$ cat config.mk
export PLATFORM = sky130hd
export DESIGN_NAME = tdc_meas_ctrl
export DESIGN_NICKNAME = d
export VERILOG_FILES = /design/src/rtl/tdc_meas_ctrl.sv
export SDC_FILE = /design/constraint.sdc
export NUM_CORES = 1
export LEC_CHECK = 0
export CAP_MARGIN = 10
export CORE_ASPECT_RATIO = 1.4
export CORE_MARGIN = 2
export CORE_UTILIZATION = 54
export DETAILED_ROUTE_END_ITERATION = 7
export GPL_TIMING_DRIVEN = 1
export HOLD_SLACK_MARGIN = 0.08
export PLACE_DENSITY = 0.79
export SYNTH_ARGS = -nofsm -noshare
export SYNTH_HDL_FRONTEND = slang
export SYNTH_SLANG_ARGS = --single-unit
$ cat constraint.sdc
create_clock -name clk -period 2.67 [get_ports clk]
set_clock_uncertainty 0.1 [all_clocks]
set_input_delay 0.267 -clock clk [delete_from_list [all_inputs] [get_ports clk]]
set_output_delay 0.267 -clock clk [all_outputs]
set_load 0.02 [all_outputs]
$ cat src/rtl/tdc_meas_ctrl.sv
// tdc_meas_ctrl: coarse time-to-digital measurement sequencer.
// Synchronizes the asynchronous start/stop hits, counts clk cycles between
// their rising edges, closes on stop or timeout and hands the result to the
// readout side over valid/ready. Supports single-shot and continuous re-arm.
//
// Ports:
//   clk, rst        rising-edge clock, synchronous active-high reset
//   arm             level, sampled in IDLE to begin a measurement cycle
//   abort           level, returns to IDLE from any state (highest priority
//                   after rst)
//   continuous      1 = re-arm after each result handshake
//   start, stop     asynchronous hit inputs
//   busy            state is not IDLE
//   result          coarse interval in clk cycles
//   result_timeout  result was closed by timeout rather than by stop
//   result_valid    result available
//   result_ready    consumer accepts result
//   meas_count      number of handshaked results, wraps at 16 bits
//   overrun         sticky: a start hit arrived while a result was pending
module tdc_meas_ctrl #(
  parameter int unsigned CNT_WIDTH   = 32,
  parameter int unsigned TIMEOUT     = 1000000,
  parameter int unsigned SYNC_STAGES = 2
) (
  input  logic                 clk,
  input  logic                 rst,
  input  logic                 arm,
  input  logic                 abort,
  input  logic                 continuous,
  input  logic                 start,
  input  logic                 stop,
  output logic                 busy,
  output logic [CNT_WIDTH-1:0] result,
  output logic                 result_timeout,
  output logic                 result_valid,
  input  logic                 result_ready,
  output logic [15:0]          meas_count,
  output logic                 overrun
);

  localparam int unsigned MC_W = 16;

  typedef enum logic [1:0] {
    S_IDLE  = 2'd0,
    S_ARMED = 2'd1,
    S_RUN   = 2'd2,
    S_DONE  = 2'd3
  } state_t;

  state_t                 state, state_n;
  logic [CNT_WIDTH-1:0]   cnt, cnt_n;
  logic [CNT_WIDTH-1:0]   result_n;
  logic                   timeout_n;
  logic [MC_W-1:0]        mc_n;
  logic                   overrun_n;

  logic [SYNC_STAGES-1:0] start_sync, stop_sync;
  logic                   start_d, stop_d;
  logic                   start_p, stop_p;

  // Hit synchronizers plus one edge-detect flop; both paths have equal latency.
  always_ff @(posedge clk) begin
    if (rst) begin
      start_sync <= '0;
      stop_sync  <= '0;
      start_d    <= 1'b0;
      stop_d     <= 1'b0;
    end else begin
      start_sync <= {start_sync[SYNC_STAGES-2:0], start};
      stop_sync  <= {stop_sync[SYNC_STAGES-2:0], stop};
      start_d    <= start_sync[SYNC_STAGES-1];
      stop_d     <= stop_sync[SYNC_STAGES-1];
    end
  end

  assign start_p = start_sync[SYNC_STAGES-1] & ~start_d;
  assign stop_p  = stop_sync[SYNC_STAGES-1] & ~stop_d;

  // Next-state and datapath update.
  always_comb begin
    state_n   = state;
    cnt_n     = cnt;
    result_n  = result;
    timeout_n = result_timeout;
    mc_n      = meas_count;
    overrun_n = overrun;
    if (abort) begin
      state_n = S_IDLE;
    end else begin
      unique case (state)
        S_IDLE: begin
          if (arm) begin
            state_n   = S_ARMED;
            overrun_n = 1'b0;
          end
        end
        S_ARMED: begin
          // A simultaneous stop is dropped; only start opens the window.
          if (start_p) begin
            state_n = S_RUN;
            cnt_n   = CNT_WIDTH'(1);
          end
        end
        S_RUN: begin
          // Stop takes precedence over a timeout in the same cycle.
          if (stop_p) begin
            result_n  = cnt;
            timeout_n = 1'b0;
            state_n   = S_DONE;
          end else if (cnt == CNT_WIDTH'(TIMEOUT)) begin
            result_n  = CNT_WIDTH'(TIMEOUT);
            timeout_n = 1'b1;
            state_n   = S_DONE;
          end else begin
            cnt_n = cnt + CNT_WIDTH'(1);
          end
        end
        S_DONE: begin
          if (start_p) overrun_n = 1'b1;
          if (result_ready) begin
            mc_n    = meas_count + MC_W'(1);
            state_n = continuous ? S_ARMED : S_IDLE;
          end
        end
        default: state_n = S_IDLE;
      endcase
    end
  end

  // State and output registers; busy/valid are registered decodes of state.
  always_ff @(posedge clk) begin
    if (rst) begin
      state          <= S_IDLE;
      cnt            <= '0;
      result         <= '0;
      result_timeout <= 1'b0;
      result_valid   <= 1'b0;
      busy           <= 1'b0;
      meas_count     <= '0;
      overrun        <= 1'b0;
    end else begin
      state          <= state_n;
      cnt            <= cnt_n;
      result         <= result_n;
      result_timeout <= timeout_n;
      result_valid   <= (state_n == S_DONE);
      busy           <= (state_n != S_IDLE);
      meas_count     <= mc_n;
      overrun        <= overrun_n;
    end
  end

endmodule

==> Word-level counts from Yosys, hierarchy flattened <==
Cells that the tools add are included.
{ "word_totals": {"output_inout_bits": 52, "word_cells": 57, "in_bits": 8, "register_bits": 92} }
{ "op_classes": {"add_sub_neg": 2, "reduce_logical": 9, "n_eq_ne": 10, "mux": 19, "bitwise_logic": 5} }
{ "ops": {"columns": ["op", "count"], "rows": [
  ["$mux 32", 5],
  ["$pmux 32 s2", 1],
  ["$add 32x1->32 const B", 1],
  ["$eq 32x20->1 const B", 1],
  ["$add 16x1->16 const B", 1],
  ["$mux 2", 6],
  ["$ne 2x2->1 const B", 5],
  ["$pmux 2 s4", 1],
  ["$reduce_bool 2->1", 4],
  ["$eq 2x2->1 const B", 3],
  ["$reduce_and 3->1", 2],
  ["$mux 1", 5],
  ["$reduce_and 5->1", 1],
  ["$reduce_and 4->1", 1],
  ["$not 1->1", 3],
  ["$and 1x1->1", 2],
  ["$eq 2x1->1 const B", 1],
  ["$logic_not 2->1", 1],
  ["$pmux 1 s2", 1]
]} }

==> Longest topological paths before layout <==
{ "depth": {"word_depth": 6, "depth_mapped": 9, "depth_no_buf": 7} }

==> Worst setup path after synthesis <==
Ideal clock, no wire load.
{ "synth_path": {"path_type": "reg-to-reg", "start": "register cnt[0]", "end": "register cnt[28]", "synth_period_minus_slack_ns": 2.039, "arrival_time_ns": 1.869, "path_buffers": 0, "required_time_ns": 2.500, "stages_incl_launch_ff": 8, "setup_ns": 0.070, "setup_slack_ns": 0.631, "cell_sequence": "dfxtp_1 > inv_1 > ha_1 > nor4bb_1 > and4_2 > a211o_2 > or4_1 > a21oi_1"} }
{ "synth_via": {"elab_chain_cells": 4, "elab_cells_between_ends": 7, "classes_between": "1 x add/sub; 2 x eq/ne; 3 x mux; 1 x reduce/logical"} }
{ "synth_lines": {"columns": ["item", "line_no", "rtl"], "rows": [
  ["from (decl)", "51", "logic [CNT_WIDTH-1:0] cnt, cnt_n;"],
  ["from (signal assigned)", "143", "cnt <= cnt_n;"],
  ["$add 32x1->32", "115", "cnt_n = cnt + CNT_WIDTH'(1);"],
  ["$mux 32", "110", "end else if (cnt == CNT_WIDTH'(TIMEOUT)) begin"],
  ["$mux 32", "106", "if (stop_p) begin"],
  ["$pmux 32 s2", "90", "unique case (state)"]
]} }
Parallel ways exist; a longest one is shown, timed or not. The select of a mux whose other input is x is not followed.
A chain may end at the register's enable or synchronous reset.

==> Worst setup path in the final report <==
{ "layout_path": {"start": "register cnt[1]", "end": "register cnt[30]"} }
Same word-level chain as after synthesis.

==> results.rst <==
.. list-table::
   :header-rows: 1

   * - Metric
     - Value
   * - Global-route wire length before repair
     - between 15000 and 20000 µm
   * - Post-synthesis cell area
     - 4200 µm²
   * - Global routing usage summed across all routing layers
     - 0.255
   * - Die Outline Area
     - approximately 8500 µm²
   * - Count of yosys warnings during synthesis
     - 0
   * - Cell types occupying the most area after synthesis
     - sky130_fd_sc_hd__dfxtp_1 (44%), sky130_fd_sc_hd__nand2_1 (5.7%), sky130_fd_sc_hd__a21oi_1 (4.9%)
   * - Mapped Cells
     - 476
   * - Number of hold buffers added after CTS
     - 0
   * - Shortest clock period the worst path allows after layout
     - 2.35 ns
   * - Leakage component of the power
     - between 1.5 and 2 nW
   * - Period Utilization, post-route
     - 0.880
   * - TritonCTS Sinks
     - 92
   * - Dominant cell by count in the synthesized netlist
     - sky130_fd_sc_hd__dfxtp_1
   * - Initial DRT Pass Iterations
     - 4
   * - Worst Path Buf+Inv
     - 0
   * - Final Hold Violating Endpoints
     - 0
   * - Final weighted congestion in routability-driven placement
     - 0.925
   * - Largest net degree at the start of global routing
     - 53
   * - Largest fanout on the critical path
     - 8
   * - Detail Route Antenna Nets
     - 0
   * - CP arrival
     - around 2.5 ns
   * - Avg Vias per Cell
     - 5.87
   * - Count of final setup violators
     - 0
   * - Post-synthesis sequential area ratio
     - 0.439
   * - Highest-delay cell along the critical path
     - sky130_fd_sc_hd__or4_1
   * - Reg2Reg Launch Point
     - cnt[1]
   * - Hold Path Cell Cnt
     - 1
   * - Setup fix buffers added after clock tree synthesis
     - 0
   * - Final design utilization
     - 0.662
   * - Number of cells upsized or downsized after cts
     - 0
   * - Flop2flop setup slack
     - 0.32 ns
   * - Hold EP
     - stop_sync[1]
   * - Nets
     - 544
   * - Routed Wire Length
     - 10300 µm
   * - IO buf count
     - 59
   * - Synthesized net count
     - 487
   * - CTS tree
     - built
   * - Data required time at the worst endpoint
     - 2.85 ns
   * - H-tree depth reported by CTS
     - 3
   * - Top flip-flop cell by instance count after synthesis
     - sky130_fd_sc_hd__dfxtp_1
   * - Tightest Pin Transition
     - between 0.8 and 0.9 ns
   * - Endpoint kind of the worst setup timing path
     - flop
   * - Top cell types by occurrence after synthesis
     - sky130_fd_sc_hd__dfxtp_1 (92), sky130_fd_sc_hd__nand2_1 (64), sky130_fd_sc_hd__a21oi_1 (41), sky130_fd_sc_hd__nor2_1 (28), sky130_fd_sc_hd__o21ai_0 (23)
   * - Share of post-route cells with drive strength above 1
     - 0.123
   * - Kind of cell with the highest combined delay on the critical path
     - simple AND/OR/NAND/NOR gates
   * - Timing-limited maximum frequency
     - 0.425 GHz
   * - Horizontal die dimension
     - 78.5 µm
   * - Diodes inserted
     - 0
   * - Critical path type
     - reg2reg
   * - Worst reg-to-reg path cell count
     - 6
   * - Longest Clk Path Bufs
     - 2
   * - CTS Root Cell
     - sky130_fd_sc_hd__clkbuf_8
   * - Std-Cell Core Area
     - 7650 µm²
   * - Slowest cell delay on critical path
     - 0.53 ns
   * - Remaining routing DRC violations
     - 0
   * - Area growth from synthesis to layout
     - 20.7%
   * - Worst IR Drop VDD
     - 0.425 mV
   * - Via count of the first global-routing pass
     - roughly 3500
   * - Number of flops mapped to enable cells by yosys
     - 0
   * - Fill cells
     - approximately 660
   * - Starting Density
     - 0.548
   * - Clock input transition at the sequential cells of the worst setup and hold paths
     - 0.09 ns
   * - Remaining max-slew budget at the tightest pin
     - 0.423
   * - Final-report max-slew violation count
     - 0
   * - Critical Path Start Type
     - flop
   * - RSZ-0062 raised after global routing
     - no
   * - Antenna violations before repair
     - 0
   * - Core Rows
     - 38
   * - # Max-Cap Violations
     - 0
   * - CP Cell Sequence
     - ha_1, nand2_2, nor4_4, nand2_4, or4_1, a21oi_1
   * - Async S/R FF share, synth
     - 0
   * - Floorplan die height
     - 108 µm
   * - Number of vias after detailed routing
     - 3736
   * - Setup TNS
     - 0 ns
   * - End of the worst register-to-register path
     - cnt[30]
   * - Iter 0 DRT Violations
     - 343
   * - DP Wirelength
     - roughly 7300 µm
   * - Cell type contributing the most total cell area after synthesis
     - sky130_fd_sc_hd__dfxtp_1
   * - Hold_sp
     - stop_sync[0]
   * - Number of distinct library cells after synthesis
     - 63
   * - Status
     - finished, final reports clean
   * - Total I/O pin count
     - 60
   * - Average footprint of a synthesized cell
     - 8.81 µm²
   * - Average wire per cell in the routed design
     - 16.2 µm
   * - Synthesis-stage register bit count
     - a little over 90
   * - Area share of the largest cell type after synthesis
     - 0.439
   * - TritonCTS buffer count
     - 9
   * - Post-route total power
     - 2.38 mW
   * - Total congestion overflow
     - 0
   * - Insertion delay of the later-clocked pin in the worst-skew pair
     - approximately 0.36 ns
   * - Power density over the cells
     - 469 nW/µm²
   * - Hold Crit Class
     - reg2reg
## cells in the final DEF (no fill, tap or decap), types with 8 or more instances in the layout
| master | instances |
|---|---|
| sky130_fd_sc_hd__dfxtp_1 | 92 |
| sky130_fd_sc_hd__nand2_1 | 64 |
| sky130_fd_sc_hd__clkdlybuf4s50_1 | 58 |
| sky130_fd_sc_hd__a21oi_1 | 41 |
| sky130_fd_sc_hd__nor2_1 | 28 |
| sky130_fd_sc_hd__o21ai_0 | 23 |
| sky130_fd_sc_hd__buf_4 | 17 |
| sky130_fd_sc_hd__o2111ai_1 | 14 |
| sky130_fd_sc_hd__xor2_1 | 14 |
| sky130_fd_sc_hd__nand4_1 | 13 |
| sky130_fd_sc_hd__nand3_1 | 13 |
| sky130_fd_sc_hd__o21ai_1 | 13 |
| sky130_fd_sc_hd__clkbuf_8 | 11 |
| sky130_fd_sc_hd__and3_1 | 10 |
| sky130_fd_sc_hd__or2_2 | 10 |
| sky130_fd_sc_hd__mux2i_1 | 9 |
| sky130_fd_sc_hd__inv_1 | 8 |
| sky130_fd_sc_hd__a2111o_1 | 8 |
| sky130_fd_sc_hd__nor2b_1 | 8 |
## through the flow
step           setup WS, ns  cell area, µm²  std cells  hold WS [ns]
3_5_place_dp          0.225            4870        622         0.328
5_1_grt               0.184            5060        636         0.359
2_1_floorplan         0.631            4200        476         0.295
6_report              0.320            5060        636         0.344
4_1_cts               0.330            5060        636         0.347
3_3_place_gp          0.238            4870        622         0.316
## state kept, by name, indices dropped and copies added (netlist names)
register and cells:
result 32, meas_count 16, overrun 1, stop_d 1, state 2, result_timeout 1
busy 1, stop_sync 2, start_d 1, result_valid 1, start_sync 2, cnt 32
## cells by family after synthesis
| group | synth area share |
|---|---|
| buffers and inverters | 0.0459 |
| AND/OR/NAND/NOR | 0.244 |
| AO/OA/AOI/OAI | 0.208 |
| adder cells (fa/ha/maj) | 0.00895 |
| XOR/XNOR | 0.0334 |
| flip-flops | 0.439 |
| multiplexers | 0.0215 |
## layer usage
metal | global-route usage | vias to the layer above | share of wire
met2 | 0.435 | 102 | 0.50
met5 | 0 | - | 0
met1 | 0.303 | 1769 | 0.42
li1 | - | 1841 | -
met3 | 0.0609 | 24 | 0.047
met4 | 0.113 | 0 | 0.028
## report_power, final
part | switching, mW | internal [mW] | total, mW | leakage (nW)
registers | 0.00324 | 1.38 | 1.38 | 0.742
logic | 0.0473 | 0.0292 | 0.0765 | 0.956
clock network | 0.448 | 0.473 | 0.921 | 0.0983
total | 0.499 | 1.88 | 2.38 | 1.80
## worst max-delay path by stage
| stage | slack [ns] | endpoint | depth (start not counted) | from |
|---|---|---|---|---|
| 2_1_floorplan | 0.63 | cnt[28] | 7 | cnt[0] |
| 3_3_place_gp | 0.24 | cnt[29] | 6 | abort |
| 3_5_place_dp | 0.23 | cnt[30] | 6 | abort |
| 4_1_cts | 0.33 | cnt[30] | 6 | cnt[1] |
| 5_1_grt | 0.18 | cnt[28] | 6 | cnt[1] |
| 6_report | 0.32 | cnt[30] | 6 | cnt[1] |
## layout make-up
cell class / count / area [µm²] / area share
sequential: 92 / 1840 / 0.364
clock buffer: 12 / 155 / 0.0306
inverter: 9 / 33.8 / 0.00667
multi-input combinational: 345 / 2160 / 0.427
clock inverter: 2 / 35.0 / 0.00692
timing repair buffer: 76 / 713 / 0.141
tap: 100 / 125 / 0.0247
Power figures use the tool's default switching activity.
